==> config.mk <==
export PLATFORM = sky130hd
export DESIGN_NAME = seq_signed_divider
export DESIGN_NICKNAME = d
export VERILOG_FILES = /design/src/rtl/div_pkg.sv /design/src/rtl/div_step.sv /design/src/rtl/seq_signed_divider.sv
export SDC_FILE = /design/constraint.sdc
export NUM_CORES = 1
export LEC_CHECK = 0
export CORE_UTILIZATION = 25
export DETAILED_ROUTE_END_ITERATION = 10
export DONT_BUFFER_PORTS = 1
export PLACE_DENSITY = 0.38
export SYNTH_ARGS = -nofsm -noshare
export SYNTH_HDL_FRONTEND = slang
export SYNTH_SLANG_ARGS = --single-unit
==> constraint.sdc <==
create_clock -name clk -period 2.65 [get_ports clk]
set_clock_uncertainty 0.15 [all_clocks]
set_input_delay 0.1325 -clock clk [delete_from_list [all_inputs] [get_ports clk]]
set_output_delay 0.1325 -clock clk [all_outputs]
set_load 0.05 [all_outputs]
==> src/rtl/div_pkg.sv <==
// Shared definitions for the sequential signed divider: default width and FSM encodings.
package div_pkg;

    localparam int DIV_WIDTH = 16;

    localparam logic [1:0] ST_IDLE = 2'd0;
    localparam logic [1:0] ST_ITER = 2'd1;
    localparam logic [1:0] ST_FIX  = 2'd2;

endpackage

==> src/rtl/div_step.sv <==
// One combinational restoring-division step on unsigned magnitudes.
module div_step #(
    parameter int WIDTH = 16
) (
    input  logic [WIDTH:0] rem_in,
    input  logic           dividend_bit,
    input  logic [WIDTH:0] divisor,
    output logic [WIDTH:0] rem_out,
    output logic           q_bit
);

    logic [WIDTH+1:0] shifted;
    logic [WIDTH:0]   diff;

    always_comb begin
        shifted = {rem_in, dividend_bit};
        diff    = shifted[WIDTH:0] - divisor;
        // Full-width compare so a remainder bit shifted past WIDTH is never lost.
        q_bit   = (shifted >= {1'b0, divisor});
        rem_out = q_bit ? diff : shifted[WIDTH:0];
    end

endmodule

==> src/rtl/seq_signed_divider.sv <==
// Sequential signed divider: magnitudes divided by restoring iteration, signs applied at the end.
module seq_signed_divider
    import div_pkg::*;
#(
    parameter int WIDTH = DIV_WIDTH
) (
    input  logic             clk,
    input  logic             rst,
    input  logic             start,
    input  logic [WIDTH-1:0] A,
    input  logic [WIDTH-1:0] B,
    output logic             busy,
    output logic             done,
    output logic [WIDTH-1:0] Q,
    output logic [WIDTH-1:0] R,
    output logic             div_by_zero,
    output logic             overflow
);

    localparam int               CNT_W   = $clog2(WIDTH);
    localparam logic [CNT_W-1:0] CNT_ONE = CNT_W'(1);
    localparam logic [CNT_W-1:0] LAST    = CNT_W'(WIDTH - 1);
    localparam logic [WIDTH-1:0] ONE     = WIDTH'(1);
    localparam logic [WIDTH-1:0] MIN_VAL = {1'b1, {(WIDTH-1){1'b0}}};

    // Magnitude of a WIDTH-bit value read back as unsigned, so the most negative
    // operand maps to 2^(WIDTH-1) without truncation.
    function automatic logic [WIDTH-1:0] cond_neg(input logic [WIDTH-1:0] v, input logic neg);
        return neg ? (~v + ONE) : v;
    endfunction

    logic [1:0]       state_q, state_d;
    logic [CNT_W-1:0] cnt_q, cnt_d;
    logic             done_q, done_d;
    logic [WIDTH-1:0] q_out_q, q_out_d;
    logic [WIDTH-1:0] r_out_q, r_out_d;
    logic             dz_q, dz_d;
    logic             ovf_q, ovf_d;

    logic [WIDTH-1:0] quo_q, quo_d;
    logic [WIDTH:0]   rem_q, rem_d;
    logic [WIDTH:0]   dvsr_q, dvsr_d;
    logic [WIDTH-1:0] a_q, a_d;
    logic             sgn_q_q, sgn_q_d;
    logic             sgn_r_q, sgn_r_d;
    logic             dz_pend_q, dz_pend_d;
    logic             ovf_pend_q, ovf_pend_d;

    logic [WIDTH:0]   step_rem;
    logic             step_qbit;

    div_step #(.WIDTH(WIDTH)) u_step (
        .rem_in      (rem_q),
        .dividend_bit(quo_q[WIDTH-1]),
        .divisor     (dvsr_q),
        .rem_out     (step_rem),
        .q_bit       (step_qbit)
    );

    always_comb begin
        state_d    = state_q;
        cnt_d      = cnt_q;
        done_d     = 1'b0;
        q_out_d    = q_out_q;
        r_out_d    = r_out_q;
        dz_d       = dz_q;
        ovf_d      = ovf_q;
        quo_d      = quo_q;
        rem_d      = rem_q;
        dvsr_d     = dvsr_q;
        a_d        = a_q;
        sgn_q_d    = sgn_q_q;
        sgn_r_d    = sgn_r_q;
        dz_pend_d  = dz_pend_q;
        ovf_pend_d = ovf_pend_q;

        case (state_q)
            ST_IDLE: begin
                if (start) begin
                    state_d    = ST_ITER;
                    cnt_d      = '0;
                    rem_d      = '0;
                    quo_d      = cond_neg(A, A[WIDTH-1]);
                    dvsr_d     = {1'b0, cond_neg(B, B[WIDTH-1])};
                    a_d        = A;
                    sgn_q_d    = A[WIDTH-1] ^ B[WIDTH-1];
                    sgn_r_d    = A[WIDTH-1];
                    dz_pend_d  = (B == '0);
                    ovf_pend_d = (A == MIN_VAL) && (B == '1);
                end
            end
            ST_ITER: begin
                // Dividend bits leave the top of quo_q as quotient bits enter the bottom.
                rem_d = step_rem;
                quo_d = {quo_q[WIDTH-2:0], step_qbit};
                cnt_d = cnt_q + CNT_ONE;
                if (cnt_q == LAST) begin
                    state_d = ST_FIX;
                    cnt_d   = '0;
                end
            end
            ST_FIX: begin
                state_d = ST_IDLE;
                done_d  = 1'b1;
                dz_d    = dz_pend_q;
                ovf_d   = ovf_pend_q;
                if (dz_pend_q) begin
                    q_out_d = '1;
                    r_out_d = a_q;
                end else if (ovf_pend_q) begin
                    q_out_d = MIN_VAL;
                    r_out_d = '0;
                end else begin
                    q_out_d = cond_neg(quo_q, sgn_q_q);
                    r_out_d = cond_neg(rem_q[WIDTH-1:0], sgn_r_q);
                end
            end
            default: state_d = ST_IDLE;
        endcase
    end

    always_ff @(posedge clk) begin
        if (rst) begin
            state_q <= ST_IDLE;
            cnt_q   <= '0;
            done_q  <= 1'b0;
            q_out_q <= '0;
            r_out_q <= '0;
            dz_q    <= 1'b0;
            ovf_q   <= 1'b0;
        end else begin
            state_q <= state_d;
            cnt_q   <= cnt_d;
            done_q  <= done_d;
            q_out_q <= q_out_d;
            r_out_q <= r_out_d;
            dz_q    <= dz_d;
            ovf_q   <= ovf_d;
        end
    end

    // Working registers are only consumed after a start reloads them.
    always_ff @(posedge clk) begin
        quo_q      <= quo_d;
        rem_q      <= rem_d;
        dvsr_q     <= dvsr_d;
        a_q        <= a_d;
        sgn_q_q    <= sgn_q_d;
        sgn_r_q    <= sgn_r_d;
        dz_pend_q  <= dz_pend_d;
        ovf_pend_q <= ovf_pend_d;
    end

    assign busy        = (state_q != ST_IDLE);
    assign done        = done_q;
    assign Q           = q_out_q;
    assign R           = r_out_q;
    assign div_by_zero = dz_q;
    assign overflow    = ovf_q;

endmodule

==> results.ini, run 1 <==
[setup_path]
critical_path.most_common_cell=inv_2
worstSetupStartpoint=quo_q[15]
worst_setup_path_start_kind=flop
worstReg2RegEnd=rem_q[8]
crit_type=flop to flop
cp_peak_stage_delay_ns=0.41
cp_data_required_time_ns=2.60
worst-endpoint-arrival_ns=2.70
critical-path-slowest-cell=edfxtp_1
critPathMaxFanout=10
end_kind=flop
r2r.worst_path.cells=11
setup.reg_to_reg.worst_slack_ns=-0.1
rr_startpoint=quo_q[15]
worstPathCellList=inv_2 -> ha_4 -> inv_2 -> fa_2 -> a21o_1 -> a221oi_2 -> o211ai_1 -> a311o_1 -> buf_12 -> mux2i_1 -> nor2_1
critPathCapture=rem_q[8]

[synthesis]
post_synth_net_total=710
synth_top_cell_area_share_pct=32.56
yosysMostFrequentCell=edfxtp_1
synthTopCellsByCount=edfxtp_1, nand2_1, nor2_1
synthesis.yosys.warnings=0
yosysSeqAreaShare_pct=45.65
synth_enable_flop_cells=68
postSynth.asyncResetShare_pct=0
netlist-cell-type-count=59
syn-mean-instance-area_um2=9.618
netlist_instances=652
yosys_most_used_dff=edfxtp_1
synth_top_cell_by_area=edfxtp_1
yosys-top-cells-area=edfxtp_1, dfxtp_1, xor2_1
synth.ff_latch_count=109
syn_area_um2=6271

[route]
routed-wl-met2_mm=8.713
ant_nets=0
routed_vias=5212
drt-total-wl_mm=19.61
detail_route.iter0.violations=289
detail_route.first_pass.iterations=5
drt-wirelength-per-cell_um=18.52
remaining_drc_errors=0
met3RoutedLength_mm=1.087
routed.top_layer=met4
drt-vias-per-instance=4.922
wl_met1_mm=9.628

[floorplan]
die_w_um=160.4
design.die.area_um2=25720
die_height_um=160.4
core_area_um2=24460
initial_utilization_pct=25.64
row_count=57
io-pin-count=71

[timing]
postLayoutSetupSlackWorst_ns=-0.09886
tcrit_tclk_final_pct=103.7
final_hold_viol_count=0
relSlewSlack_pct=56.89
pins_over_slew_limit=0
totalNegativeSetupSlack_ns=-0.9087
finalCriticalPeriod_ns=2.749
achievable-frequency_mhz=363.8
grt_setup_unrepaired=true
worstMarginPinSlew_ns=0.6445
final-setup-viol-count=15

[power]
power.net_switching_mw=1.583
p_per_area_nw_per_um2=622.8
total_leakage_power_nw=2.969
share_comb_of_total_power_pct=29.5
pwr-share-seq_pct=42.8
ir_worst_vdd_v=0.0002710
internal_power_mw=3.288
clkPwrFrac_pct=27.7
swShare_pct=32.50

[run_status]
outcome=complete, but fails checks
violations_in_the_final_reports=setup timing

[grt]
global_route_wire_length_before_repair_mm=30.60
grt_pass1_vias=5254
grt.overflow.total=0
grt_antenna_before_repair=0
pin_count_of_the_biggest_net_entering_global_routing=42
groute.usage.overall_pct=15.54

[layout]
synthToLayoutAreaGrowth_pct=24.72
seq_area_um2=2863
num_antenna_cells=0
fin_area_um2=7821
multi_input_comb_area_um2=3249
num-fill-cells=2529
layout-drive-gt1-share_pct=14.15
finalNetCount=788

[placement]
dpl_cell_area_um2=6982
detailed_placement_wirelength_estimate_mm=14.77
routabilityCongestion=0.8582
place.port_buffers=0

[cts]
clock_edge_transition_at_the_registers_on_the_reported_setup_and_hold_paths_ns=0.08
tritoncts=built
cts-root-to-sink-buffers=2
cts_root_buf=clkbuf_16
clkLatencyLatePin_ns=0.36
total_cts_buffers=9
clkSinkCount=109
cts_max_level=3

[min_path]
worst_hold_path_type=primary input to flop
worstHoldStart=A[15]

[job]
max-cap-violations=0

## critical path: cells and delay by family (launching register included)
kind                       cells  cell delay, ns
AOI/OAI and AO/OA              4            0.96
adders and majority gates      2            0.46
buffers and inverters          3            0.30
DFF                            1            0.41
muxes                          1            0.16
and+or+nand+nor                1            0.06
## cells by family after synthesis
group | share of synthesized area [%]
buf+inv | 3.851
fa+ha+maj | 4.709
simple gates | 17.02
compound gates | 17.44
flops | 45.65
mux | 2.254
xor+xnor | 9.078
## metal layers
metal,up-vias,GRT usage [%]
met5,-,0
li1,2553,-
met3,14,3.280
met4,0,4.286
met1,2516,21.65
met2,129,24.16
## flip-flops by register name (all words and copies together) (netlist names), 2 cells and up
| register | flops |
|---|---|
| rem_q | 17 |
| Q | 16 |
| R | 16 |
| a_q | 16 |
| dvsr_q | 16 |
| quo_q | 16 |
| cnt_q | 4 |
| state_q | 2 |
## power by group through the flow
stage          Sequential (mW)  Combinational [mW]  Clock (mW)
6_report                  2.09                1.44        1.35
5_1_grt                   2.11                1.59        1.45
4_1_cts                   2.09                1.43        1.39
3_5_place_dp              2.13                1.32           0
3_3_place_gp              2.13                1.31           0
2_1_floorplan             2.09               0.852           0
## stage by stage
step	std cells	util, %	worst slack (ns)	power (mW)	hold slack [ns]
global route	1059	31.97	-0.2736	5.150	0.05656
CTS	1058	31.71	-0.1341	4.902	0.01377
finish	1059	31.97	-0.09886	4.871	0.01764
global placement	995	28.54	-0.05343	3.438	0.05681
detailed placement	995	28.54	-0.1029	3.447	0.05724
floorplan	652	-	-0.09818	2.942	0.08137
## cell usage in the layout (no fill, tap or decap), types with 21 or more instances in the layout
master,netlist,layout
a21oi_1,31,30
buf_4,0,51
dfxtp_1,41,41
dlygate4sd3_1,0,45
edfxtp_1,68,68
ha_1,22,21
inv_1,31,29
nand2_1,63,61
nor2_1,54,52
o21ai_0,24,22
xnor2_1,27,27
xor2_1,38,38
## area by class of cell
| cell class | count | share of cell area, % |
|---|---|---|
| Sequential cell | 109 | 36.60 |
| Multi-Input combinational cell | 479 | 41.55 |
| Clock buffer | 10 | 2.928 |
| Clock inverter | 6 | 0.7999 |
| Tap cell | 324 | 5.183 |
| Timing Repair Buffer | 100 | 11.45 |
| Inverter | 31 | 1.488 |
## worst min-delay path by stage
stage,to,depth (start not counted)
floorplan,a_q[0],0
global placement,overflow,1
detailed placement,div_by_zero,1
CTS,quo_q[8],3
global route,quo_q[9],3
finish,quo_q[8],3
## timing repair
action                     CTS  global route
hold endpoints to repair    92             0
hold buffers                46             0
setup endpoints to repair   19            30
gates resized for setup      2            13
setup buffers                1             1
pin swaps                    2             2
(Power assumes the default switching activity.)
==> inputs of run 2 (changes only) <==
--- a/config.mk
+++ b/config.mk
@@ -5,6 +5,7 @@
 export SDC_FILE = /design/constraint.sdc
 export NUM_CORES = 1
 export LEC_CHECK = 0
+export CORE_MARGIN = 2
 export CORE_UTILIZATION = 25
 export DETAILED_ROUTE_END_ITERATION = 10
 export DONT_BUFFER_PORTS = 1
==> results.ini, run 2 (synthesized netlist as in run 1, its figures left out) <==
[timing]
grt_setup_unrepaired=true
achievable-frequency_mhz=374.7
final-setup-viol-count=11
postLayoutSetupSlackWorst_ns=-0.01905
worstMarginPinSlew_ns=0.7170
finalCriticalPeriod_ns=2.669
tcrit_tclk_final_pct=100.7
timing.hold.ws_ns=-0.0005174
final_hold_viol_count=1
relSlewSlack_pct=52.04
pins_over_slew_limit=0

[job]
max-cap-violations=0

[grt]
pin_count_of_the_biggest_net_entering_global_routing=42
grt_pass1_vias=5243
use_met3_pct=3.947
groute.usage.overall_pct=15.57
global_route_wire_length_before_repair_mm=31.32
grt.overflow.total=0
grt_antenna_before_repair=0
grt.met1_usage_pct=22.41
globalRoute.busiestLayer=met2
global_route.usage.met2_pct=22.92

[power]
ir_worst_vdd_v=0.0002598
finalPower_mw=4.922
total_leakage_power_nw=2.990
p_per_area_nw_per_um2=626.4

[placement]
place.port_buffers=0
dpl_cell_area_um2=6982
detailed_placement_wirelength_estimate_mm=14.83
routabilityCongestion=0.7784

[cts]
clkSinkCount=109
tritoncts=built
clkLatencyLatePin_ns=0.36
clock_edge_transition_at_the_registers_on_the_reported_setup_and_hold_paths_ns=0.08
cts_max_level=3
total_cts_buffers=9
cts_root_buf=clkbuf_16
cts-root-to-sink-buffers=2

[layout]
most-common-layout-cells=edfxtp_1, nand2_1, buf_4
num_antenna_cells=0
finalCoreUtilization_pct=32.12
number_of_flip_flops_in_the_largest_register=17
regMostFlops=rem_q
layout-drive-gt1-share_pct=15.31
synthToLayoutAreaGrowth_pct=25.30
fin_area_um2=7858
finalNetCount=791
layout_commonest_cell=edfxtp_1

[floorplan]
io-pin-count=71
die_height_um=162.4
core_area_um2=24460
design.die.area_um2=26370
initial_utilization_pct=25.64
row_count=57
die_w_um=162.4

[route]
remaining_drc_errors=0
drt-wirelength-per-cell_um=19.05
detail_route.first_pass.iterations=5
routed_vias=5251
ant_nets=0
detail_route.iter0.violations=285
drt-total-wl_mm=20.23
drt-vias-per-instance=4.944

[setup_path]
worst_setup_path_start_kind=flop
critPathMaxFanout=10
worst-endpoint-arrival_ns=2.64
setup.reg_to_reg.worst_slack_ns=-0.02
cp_data_required_time_ns=2.62
end_kind=flop
crit_type=flop to flop

[run_status]
violations_in_the_final_reports=hold timing, setup timing
outcome=complete, but fails checks

[min_path]
worst_hold_path_type=primary input to flop

==> run 2: timing repair <==
item	in CTS	in global routing
setup buffers	2	6
endpoints found under the setup margin	17	28
gates cloned	0	0
hold buffers	43	0
pin swaps	2	4
hold endpoints to repair	91	0
resized for setup	2	17
==> run 2: where the power goes <==
group	leakage, nW	total [mW]	internal, mW	switching, mW
registers	1.01	2.09	1.96	0.131
clock network	0.141	1.36	0.660	0.699
logic	1.84	1.47	0.686	0.784
==> run 2: final cells by class <==
| type | count | area [µm²] |
|---|---|---|
| repair buffers | 103 | 914.6 |
| clock inverters | 6 | 55.05 |
| multi-input cells | 479 | 3274 |
| inverters | 31 | 116.4 |
| fillers | 2537 | 16600 |
| well taps | 324 | 405.4 |
| flip-flops and latches | 109 | 2863 |
| clock buffers | 10 | 229.0 |
==> run 2: critical path, cell delays in order, from the launching register on <==
cell,delay (ns)
edfxtp_1,0.40
inv_2,0.09
ha_4,0.13
inv_2,0.03
fa_2,0.33
a21o_1,0.18
a221oi_2,0.24
o211ai_1,0.15
a311o_1,0.34
buf_12,0.17
mux2i_1,0.14
nor2_1,0.06
==> run 2: routing by layer <==
metal	up-vias	part of all wire, %
li1	2558	-
met1	2578	50
met2	99	43
met3	16	5.8
met4	0	1.3
met5	-	0
==> run 2: per-stage QoR <==
step,setup WS (ns),cells,setup TNS (ns)
after floorplan,-0.09818,652,-0.6647
after CTS,-0.07769,1056,-0.8346
after detailed placement,-0.08439,995,-0.6718
final,-0.01905,1062,-0.1099
after global placement,-0.06975,995,-0.4712
after global routing,-0.1596,1062,-2.312
==> run 2: worst paths after layout <==
kind / start / endpoint / cells past startpoint
worst min register to register: cnt_q[3] / state_q[1] / 2
worst max register to register: quo_q[15] / rem_q[4] / 11
worst max-delay path: quo_q[15] / rem_q[4] / 11
worst min-delay path: A[15] / quo_q[6] / 3
==> inputs of run 3 (changes only) <==
--- a/config.mk
+++ b/config.mk
@@ -9,6 +9,7 @@
 export CORE_UTILIZATION = 25
 export DETAILED_ROUTE_END_ITERATION = 10
 export DONT_BUFFER_PORTS = 1
+export HOLD_SLACK_MARGIN = 0.02
 export PLACE_DENSITY = 0.38
 export SYNTH_ARGS = -nofsm -noshare
 export SYNTH_HDL_FRONTEND = slang
==> results.ini, run 3 (synthesized netlist as in run 1, its figures left out) <==
[route]
remaining_drc_errors=0
drt-wirelength-per-cell_um=19.04
detail_route.iter0.violations=310
drt-vias-per-instance=4.954
ant_nets=0
detail_route.first_pass.iterations=5
routed_vias=5276
drt-total-wl_mm=20.28

[setup_path]
crit_family=compound AO/OA/AOI/OAI gates
critical-path-slowest-cell=edfxtp_1
end_kind=flop
worstPathCellList=inv_2 -> ha_4 -> inv_2 -> fa_2 -> a21o_1 -> a221oi_2 -> o211ai_1 -> a311o_1 -> buf_12 -> mux2i_1 -> nor2_1
critical_path.most_common_cell=inv_2
cp_peak_stage_delay_ns=0.40
cp_data_required_time_ns=2.62
crit_type=flop to flop
bufs_and_invs_on_worst_path=3
worst-endpoint-arrival_ns=2.64
critPathMaxFanout=10
worst_setup_path_start_kind=flop

[layout]
layout_commonest_cell=edfxtp_1
most-common-layout-cells=edfxtp_1, nand2_1, buf_4
layout-drive-gt1-share_pct=15.25
num_antenna_cells=0
fin_area_um2=7888
number_of_flip_flops_in_the_largest_register=17
regMostFlops=rem_q
synthToLayoutAreaGrowth_pct=25.78
finalNetCount=794

[grt]
global_route_wire_length_before_repair_mm=31.32
grt.overflow.total=0
pin_count_of_the_biggest_net_entering_global_routing=42
groute.usage.overall_pct=15.56
grt_antenna_before_repair=0
grt_pass1_vias=5248

[cts]
cts_root_buf=clkbuf_16
clkSinkCount=109
clock_edge_transition_at_the_registers_on_the_reported_setup_and_hold_paths_ns=0.07
cts-root-to-sink-buffers=2
total_cts_buffers=9
tritoncts=built
cts_max_level=3
clkLatencyLatePin_ns=0.36

[min_path]
worst_hold_path_type=primary input to flop

[power]
p_per_area_nw_per_um2=624.2
pwr-share-seq_pct=42.5
internal_power_mw=3.311
swShare_pct=32.76
ir_worst_vdd_v=0.0002581
power.net_switching_mw=1.613
finalPower_mw=4.924
share_comb_of_total_power_pct=29.9
total_leakage_power_nw=3.001
clkPwrFrac_pct=27.6

[run_status]
outcome=complete, but fails checks
violations_in_the_final_reports=setup timing

[placement]
placement.setup.worst_slack_ns=-0.08439
detailed_placement_wirelength_estimate_mm=14.83
routabilityCongestion=0.7784
dpl_cell_area_um2=6982
place.port_buffers=0

[timing]
final-setup-viol-count=11
worstMarginPinSlew_ns=0.7440
achievable-frequency_mhz=374.9
relSlewSlack_pct=50.24
postLayoutSetupSlackWorst_ns=-0.01717
grt_setup_unrepaired=true
pins_over_slew_limit=0
tcrit_tclk_final_pct=100.6
finalCriticalPeriod_ns=2.667
final_hold_viol_count=0

[job]
max-cap-violations=0

[floorplan]
initial_utilization_pct=25.64
die_height_um=162.4
core_area_um2=24460
io-pin-count=71
row_count=57
design.die.area_um2=26370
die_w_um=162.4

==> run 3: final cells by class <==
| cell class | instances | area, µm² |
|---|---|---|
| Clock inverter | 6 | 55.05 |
| Timing Repair Buffer | 106 | 944.7 |
| Inverter | 31 | 116.4 |
| Multi-Input combinational cell | 479 | 3274 |
| Sequential cell | 109 | 2863 |
| Fill cell | 2534 | 16570 |
| Clock buffer | 10 | 229.0 |
| Tap cell | 324 | 405.4 |
==> run 3: final timing paths <==
path                              endpoint  slack (ns)  cells after the start       from
worst max-delay path              rem_q[4]       -0.02                     11  quo_q[15]
worst min-delay path             quo_q[15]        0.02                      2      A[14]
worst max register to register    rem_q[4]       -0.02                     11  quo_q[15]
worst min register to register  state_q[1]        0.33                      2   cnt_q[3]
==> run 3: power by group through the flow <==
| stage | Combinational [mW] | Sequential [mW] | Clock, mW |
|---|---|---|---|
| global placement | 1.29 | 2.13 | 0 |
| finish | 1.47 | 2.09 | 1.36 |
| detailed placement | 1.30 | 2.13 | 0 |
| CTS | 1.41 | 2.09 | 1.40 |
| global route | 1.62 | 2.11 | 1.46 |
| floorplan | 0.852 | 2.09 | 0 |
==> run 3: per-layer routing <==
metal | GRT usage [%] | up-vias | wire [µm]
met3 | 3.972 | 20 | 1320
met4 | 4.626 | 0 | 295
li1 | - | 2560 | -
met5 | 0 | - | 0
met2 | 22.88 | 117 | 8705
met1 | 22.41 | 2579 | 9958
==> run 3: per-stage QoR <==
| stage | hold slack, ns | instances | util (%) | TNS (ns) |
|---|---|---|---|---|
| final | 0.01948 | 1065 | 32.24 | -0.09231 |
| after global routing | 0.03716 | 1065 | 32.24 | -2.312 |
| after CTS | 0.02137 | 1059 | 31.72 | -0.8346 |
| after detailed placement | 0.06141 | 995 | 28.54 | -0.6718 |
| after global placement | 0.06041 | 995 | 28.54 | -0.4712 |
| after floorplan | 0.08137 | 652 | - | -0.6647 |
==> run 3: timing repair <==
| item | 4_1_cts | 5_1_grt |
|---|---|---|
| setup buffers | 2 | 6 |
| pin swaps | 2 | 4 |
| hold buffers | 46 | 0 |
| setup endpoints to repair | 17 | 28 |
| endpoints found under the hold margin | 91 | 0 |
| resized for setup | 2 | 17 |
